$ cat src/rtl/fcb_pkg.sv
// Shared FCB types and constants for the read/write FIFO stage.
// A WFF entry is a host request: write/read flag, register address and data.
package fcb_pkg;

  localparam logic [6:0] FCB_CFGDP_ADDR = 7'h20;

  typedef struct packed {
    logic        wr;
    logic [6:0]  addr;
    logic [31:0] data;
  } fcb_wff_entry_t;

endpackage

$ cat src/rtl/fcb_sync_fifo.sv
// First-word-fall-through synchronous FIFO with registered flags, flush and error pulses.
// When empty, the head output holds the value of the last entry popped.
module fcb_sync_fifo #(
  parameter int WIDTH = 32,
  parameter int DEPTH = 8
) (
  input  logic             fcb_sys_clk,
  input  logic             fcb_sys_rst_n,
  input  logic             push,
  input  logic             pop,
  input  logic             flush,
  input  logic [WIDTH-1:0] data,
  output logic [WIDTH-1:0] head,
  output logic             full,
  output logic             full_m1,
  output logic             empty,
  output logic             empty_p1,
  output logic             ovf,
  output logic             udf
);

  localparam int AW = $clog2(DEPTH);
  localparam int CW = AW + 1;

  logic [WIDTH-1:0] mem_q [DEPTH];
  logic [AW-1:0]    wr_ptr_q, wr_ptr_d;
  logic [AW-1:0]    rd_ptr_q, rd_ptr_d;
  logic [CW-1:0]    cnt_q, cnt_d;
  logic [WIDTH-1:0] hold_q, hold_d;
  logic             full_q, full_d;
  logic             full_m1_q, full_m1_d;
  logic             empty_q, empty_d;
  logic             empty_p1_q, empty_p1_d;
  logic             push_ok, pop_ok;

  always_comb begin
    // NOTE: every always_comb output gets a default first so no path can infer a latch.
    push_ok    = push && !full_q && !flush;
    pop_ok     = pop && !empty_q && !flush;
    wr_ptr_d   = wr_ptr_q;
    rd_ptr_d   = rd_ptr_q;
    cnt_d      = cnt_q;
    hold_d     = hold_q;
    if (flush) begin
      wr_ptr_d = '0;
      rd_ptr_d = '0;
      cnt_d    = '0;
    end else begin
      if (push_ok) wr_ptr_d = wr_ptr_q + AW'(1);
      if (pop_ok) begin
        rd_ptr_d = rd_ptr_q + AW'(1);
        hold_d   = mem_q[rd_ptr_q];
      end
      cnt_d = cnt_q + CW'(push_ok) - CW'(pop_ok);
    end
    full_d     = (cnt_d == CW'(DEPTH));
    full_m1_d  = (cnt_d >= CW'(DEPTH - 1));
    empty_d    = (cnt_d == '0);
    empty_p1_d = (cnt_d <= CW'(1));
  end

  always_ff @(posedge fcb_sys_clk or negedge fcb_sys_rst_n) begin
    // NOTE: sequential state uses non-blocking assignments so all flops update together.
    if (!fcb_sys_rst_n) begin
      wr_ptr_q   <= '0;
      rd_ptr_q   <= '0;
      cnt_q      <= '0;
      hold_q     <= '0;
      full_q     <= 1'b0;
      full_m1_q  <= 1'b0;
      empty_q    <= 1'b1;
      empty_p1_q <= 1'b1;
    end else begin
      wr_ptr_q   <= wr_ptr_d;
      rd_ptr_q   <= rd_ptr_d;
      cnt_q      <= cnt_d;
      hold_q     <= hold_d;
      full_q     <= full_d;
      full_m1_q  <= full_m1_d;
      empty_q    <= empty_d;
      empty_p1_q <= empty_p1_d;
    end
  end

  // NOTE: storage is deliberately not reset; the head mux masks stale entries while empty.
  always_ff @(posedge fcb_sys_clk) begin
    if (push_ok) mem_q[wr_ptr_q] <= data;
  end

  assign head     = empty_q ? hold_q : mem_q[rd_ptr_q];
  assign full     = full_q;
  assign full_m1  = full_m1_q;
  assign empty    = empty_q;
  assign empty_p1 = empty_p1_q;
  assign ovf      = push && full_q && !flush;
  assign udf      = pop && empty_q && !flush;

endmodule

$ cat src/rtl/fcbrwf.sv
// FCB read/write FIFO stage: muxes APB/SPI host traffic into the WFF and returns engine
// read data through the CRF; a host switch flushes both FIFOs, errors are sticky.
module fcbrwf
  import fcb_pkg::*;
#(
  parameter int PAR_WFF_DEPTH = 8,
  parameter int PAR_CRF_DEPTH = 8
) (
  input  logic        fcb_sys_clk,
  input  logic        fcb_sys_rst_n,
  input  logic        faps_frwf_apb_on,
  input  logic        faps_frwf_wff_wr_en,
  input  logic [39:0] faps_frwf_wff_wr_data,
  input  logic        faps_frwf_crf_rd_en,
  input  logic        fssi_frwf_wff_wr_en,
  input  logic [39:0] fssi_frwf_wff_wr_data,
  input  logic        fssi_frwf_crf_rd_en,
  output logic        frwf_wff_full,
  output logic        frwf_wff_full_m1,
  output logic        frwf_crf_empty,
  output logic        frwf_crf_empty_p1,
  output logic [31:0] frwf_crf_rd_data,
  output logic        frwf_fsfr_wff_empty,
  output logic [39:0] frwf_fsfr_wff_rd_data,
  input  logic        fsfr_frwf_wff_rd_en,
  input  logic        fsfr_frwf_crf_wr_en,
  input  logic [31:0] fsfr_frwf_crf_wr_data,
  output logic        frwf_fsfr_crf_full,
  output logic        frwf_err_ovf,
  output logic        frwf_err_udf,
  input  logic        frwf_err_clr
);

  fcb_wff_entry_t wff_in;
  fcb_wff_entry_t wff_head;
  logic           wff_push, crf_pop, flush;
  logic           wff_ovf, wff_udf, crf_ovf, crf_udf;
  logic           unused_wff_empty_p1, unused_crf_full_m1;
  logic           apb_on_q, apb_on_d;
  logic           err_ovf_q, err_ovf_d;
  logic           err_udf_q, err_udf_d;

  // The mux follows the live select; only edge detection uses the registered copy.
  assign wff_in   = faps_frwf_apb_on ? faps_frwf_wff_wr_data : fssi_frwf_wff_wr_data;
  assign wff_push = faps_frwf_apb_on ? faps_frwf_wff_wr_en : fssi_frwf_wff_wr_en;
  assign crf_pop  = faps_frwf_apb_on ? faps_frwf_crf_rd_en : fssi_frwf_crf_rd_en;
  assign flush    = faps_frwf_apb_on ^ apb_on_q;

  always_comb begin
    apb_on_d  = faps_frwf_apb_on;
    err_ovf_d = frwf_err_clr ? 1'b0 : err_ovf_q;
    err_udf_d = frwf_err_clr ? 1'b0 : err_udf_q;
    if (wff_ovf || crf_ovf) err_ovf_d = 1'b1;
    if (wff_udf || crf_udf) err_udf_d = 1'b1;
  end

  always_ff @(posedge fcb_sys_clk or negedge fcb_sys_rst_n) begin
    if (!fcb_sys_rst_n) begin
      apb_on_q  <= 1'b0;
      err_ovf_q <= 1'b0;
      err_udf_q <= 1'b0;
    end else begin
      apb_on_q  <= apb_on_d;
      err_ovf_q <= err_ovf_d;
      err_udf_q <= err_udf_d;
    end
  end

  fcb_sync_fifo #(
    .WIDTH ($bits(fcb_wff_entry_t)),
    .DEPTH (PAR_WFF_DEPTH)
  ) u_wff (
    .fcb_sys_clk   (fcb_sys_clk),
    .fcb_sys_rst_n (fcb_sys_rst_n),
    .push          (wff_push),
    .pop           (fsfr_frwf_wff_rd_en),
    .flush         (flush),
    .data          (wff_in),
    .head          (wff_head),
    .full          (frwf_wff_full),
    .full_m1       (frwf_wff_full_m1),
    .empty         (frwf_fsfr_wff_empty),
    .empty_p1      (unused_wff_empty_p1),
    .ovf           (wff_ovf),
    .udf           (wff_udf)
  );

  fcb_sync_fifo #(
    .WIDTH (32),
    .DEPTH (PAR_CRF_DEPTH)
  ) u_crf (
    .fcb_sys_clk   (fcb_sys_clk),
    .fcb_sys_rst_n (fcb_sys_rst_n),
    .push          (fsfr_frwf_crf_wr_en),
    .pop           (crf_pop),
    .flush         (flush),
    .data          (fsfr_frwf_crf_wr_data),
    .head          (frwf_crf_rd_data),
    .full          (frwf_fsfr_crf_full),
    .full_m1       (unused_crf_full_m1),
    .empty         (frwf_crf_empty),
    .empty_p1      (frwf_crf_empty_p1),
    .ovf           (crf_ovf),
    .udf           (crf_udf)
  );

  assign frwf_fsfr_wff_rd_data = wff_head;
  assign frwf_err_ovf          = err_ovf_q;
  assign frwf_err_udf          = err_udf_q;

endmodule
$ cat config.mk
export PLATFORM = sky130hd
export DESIGN_NAME = fcbrwf
export DESIGN_NICKNAME = d
export VERILOG_FILES = /design/src/rtl/fcb_pkg.sv /design/src/rtl/fcb_sync_fifo.sv /design/src/rtl/fcbrwf.sv
export SDC_FILE = /design/constraint.sdc
export NUM_CORES = 1
export LEC_CHECK = 0
export BUFFER_PORTS_ARGS = -buffer_cell sky130_fd_sc_hd__buf_4
export CAP_MARGIN = 20
export CELL_PAD_IN_SITES_DETAIL_PLACEMENT = 1
export CELL_PAD_IN_SITES_GLOBAL_PLACEMENT = 2
export CORE_MARGIN = 2
export CORE_UTILIZATION = 40
export DETAILED_ROUTE_END_ITERATION = 6
export PLACE_DENSITY = 0.77
export SETUP_SLACK_MARGIN = 0.2
export SLEW_MARGIN = 20
export SYNTH_ARGS = -nofsm -noshare
export SYNTH_HDL_FRONTEND = slang
export SYNTH_SLANG_ARGS = --single-unit
export TNS_END_PERCENT = 10
$ cat constraint.sdc
create_clock -name fcb_sys_clk -period 4.5 [get_ports fcb_sys_clk]
set_clock_uncertainty 0.05 [all_clocks]
set_input_delay 0.45 -clock fcb_sys_clk [delete_from_list [all_inputs] [get_ports fcb_sys_clk]]
set_output_delay 0.45 -clock fcb_sys_clk [all_outputs]
set_load 0.01 [all_outputs]
Word level (Yosys, flattened, before mapping)
Memories as Yosys holds them, arrays and structs flattened.
Index checks and enable logic that the tools add are counted.
{"block": "op_classes", "add_sub_neg": 8, "mul": 0, "div": 0, "order_cmp": 2, "eq_ne": 2, "shifts": 0, "muxes": 22, "n_bitwise": 2, "n_reduce_logical": 33}
{"op": "$mux W40", "count": 2}
{"op": "$mux W32", "count": 1}
{"op": "$mux W3", "count": 8}
{"op": "$logic_and A1 B1 Y1", "count": 16}
{"op": "$add A3 B1 Y3 const B", "count": 4}
{"op": "$reduce_bool A2 Y1", "count": 6}
{"op": "$mux W1", "count": 9}
{"op": "$add A4 B1 Y4", "count": 2}
{"op": "$eq A4 B4 Y1 const B", "count": 2}
{"op": "$logic_not A4 Y1", "count": 2}
{"op": "$mux W4", "count": 2}
{"op": "$sub A4 B1 Y4", "count": 2}
{"op": "$logic_not A1 Y1", "count": 5}
{"op": "$ge A4 B3 Y1 const B", "count": 1}
{"op": "$le A4 B1 Y1 const B", "count": 1}
{"op": "$reduce_and A2 Y1", "count": 2}
{"op": "$logic_or A1 B1 Y1", "count": 2}
{"op": "$not A1 Y1", "count": 1}
{"op": "$xor A1 B1 Y1", "count": 1}
{"block": "word_totals", "reg_bits": 101, "latchBits": 0, "ram_bits": 576, "romBits": 0, "output_inout_bits": 80, "elab_cells": 88, "mem_count": 2}
{"memory": "u_wff.mem_q", "depth": 8, "word_bits": 40, "rd": 1, "rd_ports_with_merged_regs": 0, "wr": 1, "line": "fcb_sync_fifo.sv:25", "text": "logic [WIDTH-1:0] mem_q [DEPTH];"}
{"memory": "u_crf.mem_q", "depth": 8, "word_bits": 32, "rd": 1, "rd_ports_with_merged_regs": 0, "wr": 1, "line": "fcb_sync_fifo.sv:25"}

Depth between registers and ports, before layout
{"block": "logic_depth", "ltp_word": 7, "ltp_mapped": 12, "depth_no_buf": 10}

Cells and area by module
From an unflattened synthesis, not the netlist that was laid out.
{"block": "hier_totals", "hier_cells": 1686, "area_unflattened_um2": 27832.9}
{"module": "fcb_sync_fifo (u_wff)", "instances": 1, "cells_each": 896, "area_each_um2": 14925.6}
{"module": "fcb_sync_fifo (u_crf)", "instances": 1, "cells_each": 733, "area_each_um2": 12087.8}
{"module": "fcbrwf", "instances": 1, "cells_each": 57, "area_each_um2": 819.5}

Worst setup path before layout
OpenSTA, ideal clock, no wires.
{"block": "synth_timing", "path_type": "input -> register", "from": "input faps_frwf_apb_on", "to": "memory u_wff.mem_q[0][0] (netlist bit), enable pin", "setup_ps": 487, "t_arrival_ps": 4081, "slack_ps": -118, "stages": 5, "path_buffers": 1, "cell_sequence": "buf_2 > or3b_1 > a21oi_1 > nand2b_1 > nor3_1"}
{"block": "synth_via", "elab_chain_len": 5, "elab_cells_between_ends": 7, "cone_classes": "3 x mux; 1 x bitwise; 3 x reduce/logical"}
{"element": "start, declared", "line": "fcbrwf.sv:11", "text": "input logic faps_frwf_apb_on,"}
{"element": "$mux W1 or $xor A1 B1 Y1 (tied branches)", "line": "fcbrwf.sv:45, fcbrwf.sv:47"}
{"element": "$logic_and A1 B1 Y1 or $logic_not A1 Y1 (tied branches)", "line": "fcb_sync_fifo.sv:38", "text": "push_ok = push && !full_q && !flush;"}
{"element": "$logic_and A1 B1 Y1 (*)", "line": "fcb_sync_fifo.sv:38"}
{"element": "$mux W1 (*)", "line": "fcb_sync_fifo.sv:87", "text": "if (push_ok) mem_q[wr_ptr_q] <= data;"}
{"element": "$mux W1 (implied by the code) (*)", "line": "fcb_sync_fifo.sv:87"}
{"element": "end, declared", "line": "fcb_sync_fifo.sv:25"}
Mark *: on every way between the ends. The rest lies on a longest branch, timed or not.

Worst setup path in the final report
{"block": "layout_timing", "from": "register u_crf.rd_ptr_q[0]", "to": "output frwf_crf_rd_data[29]"}
{"block": "layout_via", "elab_chain_len": 2}
{"element": "start, declared", "line": "fcb_sync_fifo.sv:27", "text": "logic [AW-1:0] rd_ptr_q, rd_ptr_d;"}
{"element": "start signal, assigned", "line": "fcb_sync_fifo.sv:75", "text": "rd_ptr_q <= rd_ptr_d;"}
{"element": "$mem_v2 Z8 W32"}
{"element": "$mux W32", "line": "fcb_sync_fifo.sv:90", "text": "assign head = empty_q ? hold_q : mem_q[rd_ptr_q];"}
{"element": "end, declared", "line": "fcbrwf.sv:22", "text": "output logic [31:0] frwf_crf_rd_data,"}
Every way passes these cells.

==> flow_summary_export.csv <==
group,metric,value,unit
outcome,status,"finished clean",
routing,met1_length,28160,um
floorplanning,dieHeight,265.0,um
placed_design,hpwl,37950,um
routing,drc,0,
routing,drtIter0Drc,1038,
clock_network,cts_buffers,73,
global_routing,grt_pass1_wl,99570,um
placed_design,place_congestion,0.7293,
clock_network,insertion_delay,620,ps
pwr,p_seq_share,42.8,%
synthesis,synth-seq-area-share,72.76,%
layout,layout.nets,2060,
clock_network,cts_tree,"yes",
routing,routed.top_layer,"met4",
critical_path,worstSetupPathType,"reg -> out",
clock_network,post_cts_buffers,0,
synthesis,synth_area,27250,um2
synthesis,synth_top_cell_area_share,63.47,%
layout,final_cell_mix,"576 x edfxtp_1, 234 x buf_4, 153 x nand2_1",
synthesis,synthesis.nets,1815,
layout,final_cells,2856,
pwr,vdd_ir_drop_max,0.3492,mV
global_routing,grt_pass1_vias,16620,
pwr,switchingPower,0.005138,W
timing,tightest_slew,1005,ps
synthesis,synthTopCellsByArea,"edfxtp_1 63%, dfrtp_1 9.0%, mux2_2 6.0%, mux2i_1 5.4%, a221o_1 2.6%",
placed_design,dp_cells,2691,
layout,layout_commonest_cell,"edfxtp_1",
critical_path,reg2reg_slack,1590,ps
layout,final_layout_size_suffix_gt1_share,26.59,%
synthesis,synth_top_cell_by_area,"edfxtp_1",
pwr,power_density,553.6,nW/um2
critical_path,path_max_fanout,44,
timing,rsz0062_at_grt,"false",
global_routing,track_usage,18.64,%
critical_path,arrival,3080,ps
timing,fmax,0.2791,GHz
pwr,p_int,0.01287,W
synthesis,synth.avg_cell_area,16.23,um2
floorplanning,row_count,95,
clock_network,htreeDepth,3,
clock_network,cts_sinks,677,
routing,wl,65380,um
pwr,clkPwrFrac,33.7,%
timing,finalMaxSlewViolations,0,
floorplanning,initial_utilization,40.51,%
synthesis,netlist_instances,1679,
clock_network,clock_path_buffers,3,
routing,via_per_inst,5.367,
placed_design,placed_area,29750,um2
clock_network,cts.hold.buffers_added,31,
pwr,power,0.01801,W
run,drv_cap,0,
timing,setup_viol,0,
timing,fin_crit,3583,ps
floorplanning,core-area,67280,um2
routing,routedWlPerCell,22.89,um
routing,antenna_left,0,
synthesis,ys_ff_latch,677,
critical_path,start_kind,"register",
synthesis,ys_warn_count,0,
pwr,pwr-share-comb,23.5,%
min_path,hold_path.class,"in -> reg",
floorplanning,fp.dieW,265.0,um
synthesis,synth.distinct_cells,39,
layout,final_area,32530,um2
layout,area_growth,19.36,%
clock_network,cts_resized,0,
routing,wl_met2,32930,um
routing,dr_total_vias,15330,
global_routing,grt_start_max_net_pins,85,
global_routing,grt_overflow,0,
timing,period_share,79.62,%
timing,holdWs,32.03,ps
routing,wl_met3,2748,um
clock_network,clk_pin_slew,60,ps
floorplanning,design.die.area,70230,um2
clock_network,cts-root-buf,"clkbuf_16",
global_routing,antenna_found_initial,0,
placed_design,port_buffers,201,
floorplanning,pin_count,202,
timing,timing.slew.headroom,32.84,%
critical_path,end_kind,"output pin",
pwr,p_leak,11.36,nW
pwr,swShare,28.53,%
routing,firstDrtPassIters,5,
critical_path,worstPathRequired,4000,ps
timing,hold_viol_final,0,
layout,final_util,48.35,%
==> synthesized netlist by cell type <==
master	instances
a21o_1	3
a21oi_1	8
a221o_1	72
a31o_2	1
and2_1	4
buf_1	4
buf_12	4
buf_2	11
buf_4	7
buf_6	11
buf_8	1
clkbuf_1	61
dfrtp_1	98
dfstp_2	3
edfxtp_1	576
fa_1	2
ha_1	12
inv_1	13
inv_2	1
mux2_1	39
mux2_2	145
mux2i_1	148
nand2_1	155
nand2b_1	9
nand3_1	2
nand3b_1	2
nor2_1	32
nor2b_1	5
nor3_1	5
nor3b_1	2
nor4_1	1
o21ai_0	3
o21ai_1	144
o22ai_1	74
o31ai_1	1
or3_1	1
or3b_1	2
xnor2_1	11
xor2_1	6
==> metal layers <==
layer	up-vias	track usage, %
met5	-	0
met4	0	5.726
met2	327	32.36
met3	94	3.222
met1	7923	23.90
li1	6985	-
==> metrics by stage <==
step / setup TNS (ps) / worst slack, ps
after detailed placement: 0 / 1017
after global routing: 0 / 765.5
final: 0 / 917.2
after floorplan: -4650 / -116.3
after CTS: 0 / 856.3
after global placement: 0 / 1128
==> path summary, 6_finish.rpt <==
kind,start,end,cells past startpoint
setup reg to reg,apb_on_q,u_wff.full,10
min in group asynchronous,fcb_sys_rst_n,u_wff.rd_ptr_q[0],2
hold reg to reg,u_wff.hold_q[8],u_wff.hold_q[8],2
setup / recovery,u_crf.rd_ptr_q[0],frwf_crf_rd_data[29],6
max in group asynchronous,fcb_sys_rst_n,u_wff.hold_q[28],3
hold / removal,fsfr_frwf_crf_wr_data[5],u_crf.mem_q[6][5],1
==> logic make-up after synthesis <==
logic type / synth area share [%]
compound gates: 7.332
mux: 13.04
simple gates: 3.338
buf+inv: 2.286
xor+xnor: 0.5464
flops: 72.76
fa+ha+maj: 0.6979
==> area by class of cell <==
cell class / instances / area, um2
Clock inverter: 38 / 461.7
Tap cell: 873 / 1092
Timing Repair Buffer: 269 / 2147
Inverter: 14 / 52.55
Sequential cell: 677 / 19840
Multi-Input combinational cell: 889 / 6935
Clock buffer: 95 / 2001
Antenna cell: 1 / 2.502
Fill cell: 6476 / 34750
==> worst max-delay path, stage by stage, from the launching register on <==
cell and delay (ps):
dfrtp_4 880, buf_4 550, mux2_1 370, o22ai_1 200, a221o_1 210, o21ai_1 70, buf_4 170
==> state kept, by name, indices dropped and copies added, names as in the netlist <==
signal	count
apb_on_q	1
frwf_err_ovf	1
frwf_err_udf	1
u_crf.cnt_q	4
u_crf.empty	1
u_crf.empty_p1	1
u_crf.full	1
u_crf.hold_q	32
u_crf.mem_q	256
u_crf.rd_ptr_q	3
u_crf.wr_ptr_q	3
u_wff.cnt_q	4
u_wff.empty	1
u_wff.full	1
u_wff.full_m1	1
u_wff.hold_q	40
u_wff.mem_q	320
u_wff.rd_ptr_q	3
u_wff.wr_ptr_q	3
==> power groups by stage <==
stage	Clock, W	Combinational (W)	Sequential, W
after CTS	0.00618	0.00430	0.00772
final	0.00606	0.00423	0.00771
after floorplan	0	0.00281	0.00769
after detailed placement	0	0.00425	0.00784
after global routing	0.00640	0.00464	0.00778
after global placement	0	0.00412	0.00780
Note: power is estimated with default switching activity, not from simulation.
